`config.mk`:
```
export PLATFORM = sky130hd
export DESIGN_NAME = regfile_write_arbiter_flat
export DESIGN_NICKNAME = d
export VERILOG_FILES = /design/src/rtl/regfile_write_arbiter_if.sv /design/src/rtl/regfile_write_arbiter.sv /design/src/flat_wrapper.sv
export SDC_FILE = /design/constraint.sdc
export NUM_CORES = 1
export LEC_CHECK = 0
export ABC_CLOCK_PERIOD_IN_PS = 2330
export BUFFER_PORTS_ARGS = -buffer_cell sky130_fd_sc_hd__clkbuf_2
export CAP_MARGIN = 30
export CORE_MARGIN = 4
export CORE_UTILIZATION = 47
export DETAILED_ROUTE_END_ITERATION = 12
export PLACE_DENSITY = 0.84
export SYNTH_ARGS = -nofsm -noshare
export SYNTH_HDL_FRONTEND = slang
export SYNTH_SLANG_ARGS = --single-unit
```
`constraint.sdc`:
```
create_clock -name RegClk -period 2.33 [get_ports RegClk]
set_input_delay 0.466 -clock RegClk [delete_from_list [all_inputs] [get_ports RegClk]]
set_output_delay 0.466 -clock RegClk [all_outputs]
set_load 0.02 [all_outputs]
```
`src/rtl/regfile_write_arbiter_if.sv`:
```
// regfile_write_arbiter_if
//   Bundles the two writeback requester handshakes and the registered
//   register-file write port they share.
//   Req0*/Req1*   : valid/addr/data from the requester, ready back to it.
//   RegWrite, WriteRegister, WriteData : registered write port to the regfile.
//   master : requester / register-file side.  slave : the arbiter.
interface regfile_write_arbiter_if #(
  parameter int DATA_WIDTH = 32,
  parameter int ADDR_WIDTH = 5
);
  logic                  Req0Valid;
  logic [ADDR_WIDTH-1:0] Req0Addr;
  logic [DATA_WIDTH-1:0] Req0Data;
  logic                  Req0Ready;
  logic                  Req1Valid;
  logic [ADDR_WIDTH-1:0] Req1Addr;
  logic [DATA_WIDTH-1:0] Req1Data;
  logic                  Req1Ready;
  logic                  RegWrite;
  logic [ADDR_WIDTH-1:0] WriteRegister;
  logic [DATA_WIDTH-1:0] WriteData;

  modport master (
    output Req0Valid, Req0Addr, Req0Data, Req1Valid, Req1Addr, Req1Data,
    input  Req0Ready, Req1Ready, RegWrite, WriteRegister, WriteData
  );

  modport slave (
    input  Req0Valid, Req0Addr, Req0Data, Req1Valid, Req1Addr, Req1Data,
    output Req0Ready, Req1Ready, RegWrite, WriteRegister, WriteData
  );
endinterface

```
`src/rtl/regfile_write_arbiter.sv`:
```
// regfile_write_arbiter
//   Shares the single register-file write port between execute writeback
//   (Req0) and load writeback (Req1) with round-robin tie breaking, and
//   sequences a bulk clear of registers 1..NUM_REGS-1, one per cycle.
// Ports:
//   RegClk, Reset  : clock, asynchronous active-high reset
//   wrBus          : requester handshakes + registered regfile write port
//   ClearReq       : pulse starting a bulk clear (ignored while clearing)
//   ClearBusy      : clear sequence in progress
//   ClearDone      : one-cycle pulse alongside the final clear write
//   ConflictCount  : saturating count of IDLE cycles with both requesters valid
module regfile_write_arbiter #(
  parameter int DATA_WIDTH = 32,
  parameter int ADDR_WIDTH = 5,
  parameter int NUM_REGS   = 32
) (
  input  logic                   RegClk,
  input  logic                   Reset,
  regfile_write_arbiter_if.slave wrBus,
  input  logic                   ClearReq,
  output logic                   ClearBusy,
  output logic                   ClearDone,
  output logic [15:0]            ConflictCount
);

  typedef enum logic {IDLE, CLEAR} state_t;

  // One extra bit so the counter can never wrap inside the sequence.
  localparam logic [ADDR_WIDTH:0] LastIdx = (ADDR_WIDTH+1)'(NUM_REGS-1);

  state_t                state;
  logic [ADDR_WIDTH:0]   clrCnt;
  logic                  lastGrant;  // 1: Req1 was granted last
  logic                  regWriteQ;
  logic [ADDR_WIDTH-1:0] writeRegQ;
  logic [DATA_WIDTH-1:0] writeDataQ;
  logic                  grant0, grant1, arbOpen, bothValid;

  // A clear request closes arbitration in the same cycle so no handshake
  // slips in ahead of the clear sequence.
  always_comb begin
    bothValid = wrBus.Req0Valid && wrBus.Req1Valid;
    arbOpen   = (state == IDLE) && !ClearReq;
    grant0    = arbOpen && wrBus.Req0Valid && (!wrBus.Req1Valid || lastGrant);
    grant1    = arbOpen && wrBus.Req1Valid && (!wrBus.Req0Valid || !lastGrant);
  end

  assign wrBus.Req0Ready     = grant0;
  assign wrBus.Req1Ready     = grant1;
  assign wrBus.RegWrite      = regWriteQ;
  assign wrBus.WriteRegister = writeRegQ;
  assign wrBus.WriteData     = writeDataQ;

  always_ff @(posedge RegClk or posedge Reset) begin
    if (Reset) begin
      state         <= IDLE;
      clrCnt        <= '0;
      lastGrant     <= 1'b1;
      regWriteQ     <= 1'b0;
      writeRegQ     <= '0;
      writeDataQ    <= '0;
      ClearBusy     <= 1'b0;
      ClearDone     <= 1'b0;
      ConflictCount <= '0;
    end else begin
      regWriteQ <= 1'b0;
      ClearDone <= 1'b0;
      case (state)
        IDLE: begin
          if (bothValid && !ClearReq && ConflictCount != 16'hFFFF)
            ConflictCount <= ConflictCount + 16'd1;
          if (ClearReq) begin
            state     <= CLEAR;
            clrCnt    <= (ADDR_WIDTH+1)'(1);
            ClearBusy <= 1'b1;
          end else if (grant0) begin
            writeRegQ  <= wrBus.Req0Addr;
            writeDataQ <= wrBus.Req0Data;
            regWriteQ  <= (wrBus.Req0Addr != '0);  // r0 writes are dropped
            lastGrant  <= 1'b0;
          end else if (grant1) begin
            writeRegQ  <= wrBus.Req1Addr;
            writeDataQ <= wrBus.Req1Data;
            regWriteQ  <= (wrBus.Req1Addr != '0);
            lastGrant  <= 1'b1;
          end
        end
        CLEAR: begin
          regWriteQ  <= 1'b1;
          writeRegQ  <= clrCnt[ADDR_WIDTH-1:0];
          writeDataQ <= '0;
          clrCnt     <= clrCnt + 1'b1;
          if (clrCnt == LastIdx) begin
            ClearDone <= 1'b1;
            ClearBusy <= 1'b0;
            state     <= IDLE;
          end
        end
        default: state <= IDLE;
      endcase
    end
  end

endmodule

```
`src/flat_wrapper.sv`:
```
// flat-port wrapper written by rule: the top's interface ports become plain ports
module regfile_write_arbiter_flat 
#(
  parameter int DATA_WIDTH = 32,
  parameter int ADDR_WIDTH = 5,
  parameter int NUM_REGS   = 32
)
  (RegClk, Reset, ClearReq, ClearBusy, ClearDone, ConflictCount, wrBus_Req0Valid, wrBus_Req0Addr, wrBus_Req0Data, wrBus_Req1Valid, wrBus_Req1Addr, wrBus_Req1Data, wrBus_Req0Ready, wrBus_Req1Ready, wrBus_RegWrite, wrBus_WriteRegister, wrBus_WriteData);
  regfile_write_arbiter_if #(.DATA_WIDTH(DATA_WIDTH), .ADDR_WIDTH(ADDR_WIDTH)) wrBus_i ();
  input  logic RegClk;
  input  logic Reset;
  input  logic ClearReq;
  output logic ClearBusy;
  output logic ClearDone;
  output logic [15:0] ConflictCount;
  input wire logic [$bits(wrBus_i.Req0Valid)-1:0] wrBus_Req0Valid;
  input wire logic [$bits(wrBus_i.Req0Addr)-1:0] wrBus_Req0Addr;
  input wire logic [$bits(wrBus_i.Req0Data)-1:0] wrBus_Req0Data;
  input wire logic [$bits(wrBus_i.Req1Valid)-1:0] wrBus_Req1Valid;
  input wire logic [$bits(wrBus_i.Req1Addr)-1:0] wrBus_Req1Addr;
  input wire logic [$bits(wrBus_i.Req1Data)-1:0] wrBus_Req1Data;
  output wire logic [$bits(wrBus_i.Req0Ready)-1:0] wrBus_Req0Ready;
  output wire logic [$bits(wrBus_i.Req1Ready)-1:0] wrBus_Req1Ready;
  output wire logic [$bits(wrBus_i.RegWrite)-1:0] wrBus_RegWrite;
  output wire logic [$bits(wrBus_i.WriteRegister)-1:0] wrBus_WriteRegister;
  output wire logic [$bits(wrBus_i.WriteData)-1:0] wrBus_WriteData;
  assign wrBus_i.Req0Valid = wrBus_Req0Valid;
  assign wrBus_i.Req0Addr = wrBus_Req0Addr;
  assign wrBus_i.Req0Data = wrBus_Req0Data;
  assign wrBus_i.Req1Valid = wrBus_Req1Valid;
  assign wrBus_i.Req1Addr = wrBus_Req1Addr;
  assign wrBus_i.Req1Data = wrBus_Req1Data;
  assign wrBus_Req0Ready = wrBus_i.Req0Ready;
  assign wrBus_Req1Ready = wrBus_i.Req1Ready;
  assign wrBus_RegWrite = wrBus_i.RegWrite;
  assign wrBus_WriteRegister = wrBus_i.WriteRegister;
  assign wrBus_WriteData = wrBus_i.WriteData;
  regfile_write_arbiter #(.DATA_WIDTH(DATA_WIDTH), .ADDR_WIDTH(ADDR_WIDTH), .NUM_REGS(NUM_REGS)) u_core (.RegClk(RegClk), .Reset(Reset), .wrBus(wrBus_i), .ClearReq(ClearReq), .ClearBusy(ClearBusy), .ClearDone(ClearDone), .ConflictCount(ConflictCount));
endmodule
```
==> results of run 1 <==
==> how the worst max path moves through the flow <==
stage                       from                        to  slack [ns]  cells past startpoint
floorplan                  Reset          u_core.ClearBusy        0.27                      1
global placement        ClearReq  u_core.ConflictCount[12]        0.39                      5
detailed placement      ClearReq  u_core.ConflictCount[12]        0.35                      5
CTS                 u_core.state           wrBus_Req0Ready        0.12                      5
global route        u_core.state           wrBus_Req0Ready        0.03                      5
finish              u_core.state           wrBus_Req0Ready        0.13                      5
==> cell type report <==
class                   instances  area (um^2)
clock buffers                  14          173
clock inverters                 2         60.1
fillers                       508         2270
inverters                       9         33.8
multi-input cells             199         1410
flip-flops and latches         64         1600
well taps                      77         96.3
repair buffers                143          746
==> cell usage after synthesis (4+ instances only) <==
cell type / number
sky130_fd_sc_hd__dfrtp_1: 63
sky130_fd_sc_hd__nand3_1: 38
sky130_fd_sc_hd__mux2i_1: 37
sky130_fd_sc_hd__o21ai_0: 36
sky130_fd_sc_hd__nand2_1: 14
sky130_fd_sc_hd__clkbuf_1: 10
sky130_fd_sc_hd__inv_1: 8
sky130_fd_sc_hd__xor2_1: 8
sky130_fd_sc_hd__a21oi_1: 6
sky130_fd_sc_hd__nor3_1: 6
sky130_fd_sc_hd__buf_2: 5
sky130_fd_sc_hd__o221ai_1: 5
sky130_fd_sc_hd__a31oi_1: 4
sky130_fd_sc_hd__nand4_1: 4
sky130_fd_sc_hd__xnor2_1: 4
==> cells by family (layout without fill, tap and decap cells) <==
kind of cell / count (synthesis) / after routing / synth area share
compound gates: 59 / 59 / 0.110
xor+xnor: 12 / 12 / 0.0340
fa+ha+maj: 2 / 2 / 0.00809
buf+inv: 25 / 168 / 0.0324
flops: 64 / 64 / 0.518
mux: 39 / 39 / 0.128
simple gates: 87 / 87 / 0.169
==> power groups by stage <==
stage | registers (W) | clock network (W) | logic, W
CTS | 0.00141 | 0.00112 | 0.000665
global route | 0.00143 | 0.00116 | 0.000731
floorplan | 0.00150 | 0 | 0.000311
finish | 0.00141 | 0.00109 | 0.000657
global placement | 0.00142 | 0 | 0.000631
detailed placement | 0.00143 | 0 | 0.000658
==> routing by layer <==
metal  vias up  global-route usage  share of wire
met4         0              0.0568         0.0048
met5         -                   0              0
met3         6              0.0406          0.065
met1      1316               0.272           0.43
li1       1337                   -              -
met2        90               0.307           0.50
==> stage by stage <==
stage / total power [W] / utilization
after detailed placement: 0.00208 / 0.608
after floorplan: 0.00181 / -
after global routing: 0.00332 / 0.645
final: 0.00316 / 0.645
after CTS: 0.00319 / 0.645
after global placement: 0.00205 / 0.608
==> flip-flops by register name, summed over array words and instances, names as in the netlist <==
register	count
u_core.clrCnt	6
u_core.ClearDone	1
u_core.ConflictCount	16
u_core.ClearBusy	1
u_core.lastGrant	1
u_core.wrBus.WriteRegister	5
u_core.wrBus.RegWrite	1
u_core.wrBus.WriteData	32
u_core.state	1
==> flow_summary.toml, run 1 <==
[synth]
postSynthNetCount = 369
synth_edf_count = 0
post_synth_instance_area_um2 = 3090
post_synth_inst_count = 288
ys_ff_latch = 64
synth_area_leaders = "sky130_fd_sc_hd__dfrtp_1 (51%), sky130_fd_sc_hd__mux2i_1 (12%), sky130_fd_sc_hd__nand3_1 (6.2%), sky130_fd_sc_hd__o21ai_0 (5.8%), sky130_fd_sc_hd__xor2_1 (2.3%)"
synthDominantCellAreaShare = 0.510
synth_area_per_cell_um2 = 10.7
synth_cell_type_count = 45
synth_flop_cell = "sky130_fd_sc_hd__dfrtp_1"
synth-seq-area-share = 0.518
synth_area_leader_cell = "sky130_fd_sc_hd__dfrtp_1"
yosysWarningCount = 0
share_of_synthesized_registers_carrying_an_async_set_or_reset = 1.00

[clock_network]
clock_sinks = 64
postCtsSetupBuffers = 0
htreeDepth = 3
clk_path_buf_depth = 2
clk_latency_ns = 0.33
clock-root-buffer = "sky130_fd_sc_hd__clkbuf_8"
cts_buffers = 9
tritoncts = "yes"
post_cts_hold_buffer_count = 0
cts.repair.resized = 0
cts.clk_slew.worst_paths_ns = 0.07

[critical_path]
timing.critical_path.slowest_stage_cell = "sky130_fd_sc_hd__dfrtp_1"
critPathBufInv = 3
critical_path_arrival_ns = 1.73
timing.rr.end = "u_core.ConflictCount[1]"
critPathKind = "flop to output port"
crit-reg2reg-launch = "u_core.ConflictCount[0]"
worst_path_largest_cell_delay_ns = 0.39
largest_driver_fanout_on_the_critical_path = 12
critPathTopFamily = "simple AND/OR/NAND/NOR gates"
number_of_cells_traversed_by_the_worst_register_to_register_path = 5
cp-start-kind = "flop"
worst_ep_required_time_ns = 1.86
timing.reg2reg.setup_slack_ns = 0.39
worst_setup_ep_type = "output port"
critical_path.cell_chain = "buf_4, nor2_2, nand3_2, inv_1, clkbuf_2"

[final_layout]
num-nets-final = 507
final_common_cell = "sky130_fd_sc_hd__clkbuf_2"
final_cell_count_no_fill = 508
antenna-diode-count = 0
area_delta_synth_final_pct = 33.1
finalInstanceArea_um2 = 4120
post_route_cells_drive_above_1_share = 0.399
most-common-layout-cells = "sky130_fd_sc_hd__clkbuf_2 (136), sky130_fd_sc_hd__dfrtp_1 (63), sky130_fd_sc_hd__mux2i_1 (37), sky130_fd_sc_hd__nand3_1 (37), sky130_fd_sc_hd__o21ai_0 (36)"

[flow_run]
max_cap_violations = 0

[sta]
final_critical_path_setup_slack_ns = 0.130
worst_hold_margin_ns = 0.154
setup_total_negative_slack_ns = 0
fmax_mhz = 454
timing.max_slew.rel_slack = 0.600
finalHoldViolCount = 0
final_min_period_over_clock_period = 0.944
min_period_ns = 2.20
worst-slew-pin-transition_ns = 0.599
unrepaired_setup_endpoints_after_global_routing = "no"
skew_ns = 0.0100
finalSetupViolations = 0
slew_viol_final = 0

[pwr]
clockPowerShare = 0.346
switchingPower_w = 0.000929
power.combinational.fraction = 0.208
power_switching_share = 0.294
internal_power_w = 0.00224
vdd_ir_drop_max_uv = 557
power.sequential.fraction = 0.446
cellPowerDensity_nw_per_um2 = 769
power_leakage_nw = 2.36

[global_route]
number_of_antenna_violations_at_the_first_check_in_global_routing = 0
track_usage = 0.195
grt_start_max_net_pins = 57
grt_pass1_wl_mm = 12.0
grt_pass1_vias = 2507
grt_overflow_total = 0

[placed_design]
numPortBuffers = 136
dp_worst_setup_slack_ns = 0.347
placed_cell_area_um2 = 3880
post-dp-hpwl_mm = 5.81
post-place-cells = 492
final_weighted_congestion_in_routability_driven_placement = 0.809

[drt]
drt-initial-drc-count = 121
ant_nets_after_route = 0
drc = 0
via_count = 2749
avgViaCountPerCell = 5.41
postRouteWirelength_mm = 7.78
detail_route.wl_per_cell_um = 15.3
drt-pass1-iter-count = 4

[die]
start_util = 0.484
floorplan.die.height_um = 89.1
coreArea_um2 = 6390
floorplan_die_width_um = 89.1
rows = 29
die_area_um2 = 7940
ios = 137

[hold_path]
hold_path_class = "primary input to async pin"

[run_status]
result_of_the_run = "finished clean"
No activity file was read; power rests on OpenSTA's default activity.
==> run 2, diff against run 1 <==
--- a/config.mk
+++ b/config.mk
@@ -8,10 +8,12 @@
 export ABC_CLOCK_PERIOD_IN_PS = 2330
 export BUFFER_PORTS_ARGS = -buffer_cell sky130_fd_sc_hd__clkbuf_2
 export CAP_MARGIN = 30
-export CORE_MARGIN = 4
+export CORE_MARGIN = 2
 export CORE_UTILIZATION = 47
+export CTS_CLUSTER_DIAMETER = 150
 export DETAILED_ROUTE_END_ITERATION = 12
 export PLACE_DENSITY = 0.84
+export RECOVER_POWER = 25
 export SYNTH_ARGS = -nofsm -noshare
 export SYNTH_HDL_FRONTEND = slang
 export SYNTH_SLANG_ARGS = --single-unit
==> run 2 against run 1 <==
Against the previous run:
- utilization about the same
- count of clock-buffer cells in the layout shrank 1
- hold slack improved by 0.16 ns
- non-clock buffer count increased by 1
- combinational power decreased by 1%
- critical path type unchanged
- largest power group unchanged
- via count fell by 0.95%
- sequential power about the same
- maximum frequency rose by 9.3%
==> flow_summary.toml, run 2 (synthesized netlist as in run 1, its figures left out) <==
[run_status]
result_of_the_run = "finished clean"

[die]
ios = 137
rows = 29
floorplan.die.height_um = 85.1
die_area_um2 = 7240
coreArea_um2 = 6350
start_util = 0.487
floorplan_die_width_um = 85.1

[drt]
drt-pass1-iter-count = 4
drc = 0
postRouteWirelength_mm = 7.57
via_count = 2723
avgViaCountPerCell = 5.36
detail_route.wl_per_cell_um = 14.9
drt-initial-drc-count = 119
ant_nets_after_route = 0

[critical_path]
critPathBufInv = 2
timing.reg2reg.setup_slack_ns = 0.38
crit-reg2reg-launch = "u_core.ConflictCount[0]"
critical_path_arrival_ns = 1.55
worst_path_largest_cell_delay_ns = 0.40
critPathTopFamily = "simple AND/OR/NAND/NOR gates"
number_of_cells_traversed_by_the_worst_register_to_register_path = 5
critical_path.cell_chain = "nor2_2, nand3_2, inv_1, clkbuf_2"
timing.critical_path.from = "u_core.state"
worst_ep_required_time_ns = 1.86
largest_driver_fanout_on_the_critical_path = 9
timing.critical_path.slowest_stage_cell = "sky130_fd_sc_hd__dfrtp_1"
worst_setup_ep_type = "output port"
timing.rr.end = "u_core.ConflictCount[1]"
cp-start-kind = "flop"
critPathKind = "flop to output port"

[sta]
finalHoldViolCount = 0
worst-slew-pin-transition_ns = 0.958
worst_hold_margin_ns = 0.318
final_critical_path_setup_slack_ns = 0.316
unrepaired_setup_endpoints_after_global_routing = "no"
final_min_period_over_clock_period = 0.864
timing.max_slew.rel_slack = 0.360
fmax_mhz = 497
finalSetupViolations = 0
setup_total_negative_slack_ns = 0
slew_viol_final = 0
min_period_ns = 2.01
skew_ns = 0.00639

[clock_network]
clk_path_buf_depth = 2
cts.clk_slew.worst_paths_ns = 0.07
clock-root-buffer = "sky130_fd_sc_hd__clkbuf_8"
cts.repair.resized = 0
cts_buffers = 9
post_cts_hold_buffer_count = 0
clock_sinks = 64
postCtsSetupBuffers = 0
tritoncts = "yes"
htreeDepth = 3
clk_latency_ns = 0.34

[placed_design]
final_weighted_congestion_in_routability_driven_placement = 0.878
numPortBuffers = 136
dp_worst_setup_slack_ns = 0.345
post-dp-hpwl_mm = 5.75

[final_layout]
post_route_cells_drive_above_1_share = 0.399
num-nets-final = 508
fillers = 510
antenna-diode-count = 0
largest_reg_flops = 32
most-common-layout-cells = "sky130_fd_sc_hd__clkbuf_2 (137), sky130_fd_sc_hd__dfrtp_1 (63), sky130_fd_sc_hd__mux2i_1 (37), sky130_fd_sc_hd__nand3_1 (37), sky130_fd_sc_hd__o21ai_0 (36)"
final_common_cell = "sky130_fd_sc_hd__clkbuf_2"
area_delta_synth_final_pct = 32.5

[pwr]
cellPowerDensity_nw_per_um2 = 743
report.power.total_w = 0.00304
vdd_ir_drop_max_uv = 504
power_leakage_nw = 2.35

[global_route]
grt_pass1_vias = 2745
grt_overflow_total = 0
grt_pass1_wl_mm = 12.5
number_of_antenna_violations_at_the_first_check_in_global_routing = 0
track_usage = 0.219
grt_start_max_net_pins = 54

[flow_run]
max_cap_violations = 0

[hold_path]
hold_path_class = "primary input to async pin"
run 2: changes by cell type in the layout (fill, tap and decap cells not counted), sizes merged:
cell      previous run  this run
clkinvlp             0         1
bufinv               2         1
run 2: cell type report:
class	count	area, um^2	area share
clock buffers	13	169	0.0412
inverters	9	33.8	0.00825
clock inverters	2	37.5	0.00917
well taps	77	96.3	0.0235
repair buffers	144	751	0.183
multi-input cells	199	1410	0.343
flip-flops and latches	64	1600	0.391
run 2: per-stage QoR:
| step | util | std cells | area, um^2 |
|---|---|---|---|
| 2_1_floorplan | - | 288 | 3090 |
| 3_3_place_gp | 0.615 | 493 | 3900 |
| 3_5_place_dp | 0.615 | 493 | 3900 |
| 4_1_cts | 0.647 | 508 | 4110 |
| 5_1_grt | 0.645 | 508 | 4100 |
| 6_report | 0.645 | 508 | 4100 |
run 2: layer usage:
layer  GRT usage  vias to the layer above  part of all wire
li1            -                     1340                 -
met1       0.278                     1268              0.44
met2       0.358                      102              0.48
met3      0.0506                       13             0.060
met4      0.0967                        0             0.019
met5           0                        -                 0
run 2: report_power, final:
group | switching [W] | internal, W
Combinational | 0.000375 | 0.000273
Clock | 0.000407 | 0.000576
Sequential | 0.000142 | 0.00127
Total | 0.000924 | 0.00212
run 2: worst register-to-register path, stage by stage (launching register included):
cell and delay [ns]:
sky130_fd_sc_hd__dfrtp_1 0.43, sky130_fd_sc_hd__ha_1 0.27, sky130_fd_sc_hd__nand4_4 0.18, sky130_fd_sc_hd__nor4_4 0.55, sky130_fd_sc_hd__nor2_2 0.10, sky130_fd_sc_hd__mux2_4 0.31
run 2: how the worst max path moves through the flow:
stage | slack, ns | cells past startpoint | endpoint
floorplan | 0.27 | 1 | u_core.ClearBusy
detailed placement | 0.34 | 5 | u_core.ConflictCount[12]
global placement | 0.40 | 5 | u_core.ConflictCount[12]
global route | 0.13 | 3 | u_core.clrCnt[2]
CTS | 0.28 | 4 | wrBus_Req0Ready
finish | 0.32 | 4 | wrBus_Req0Ready
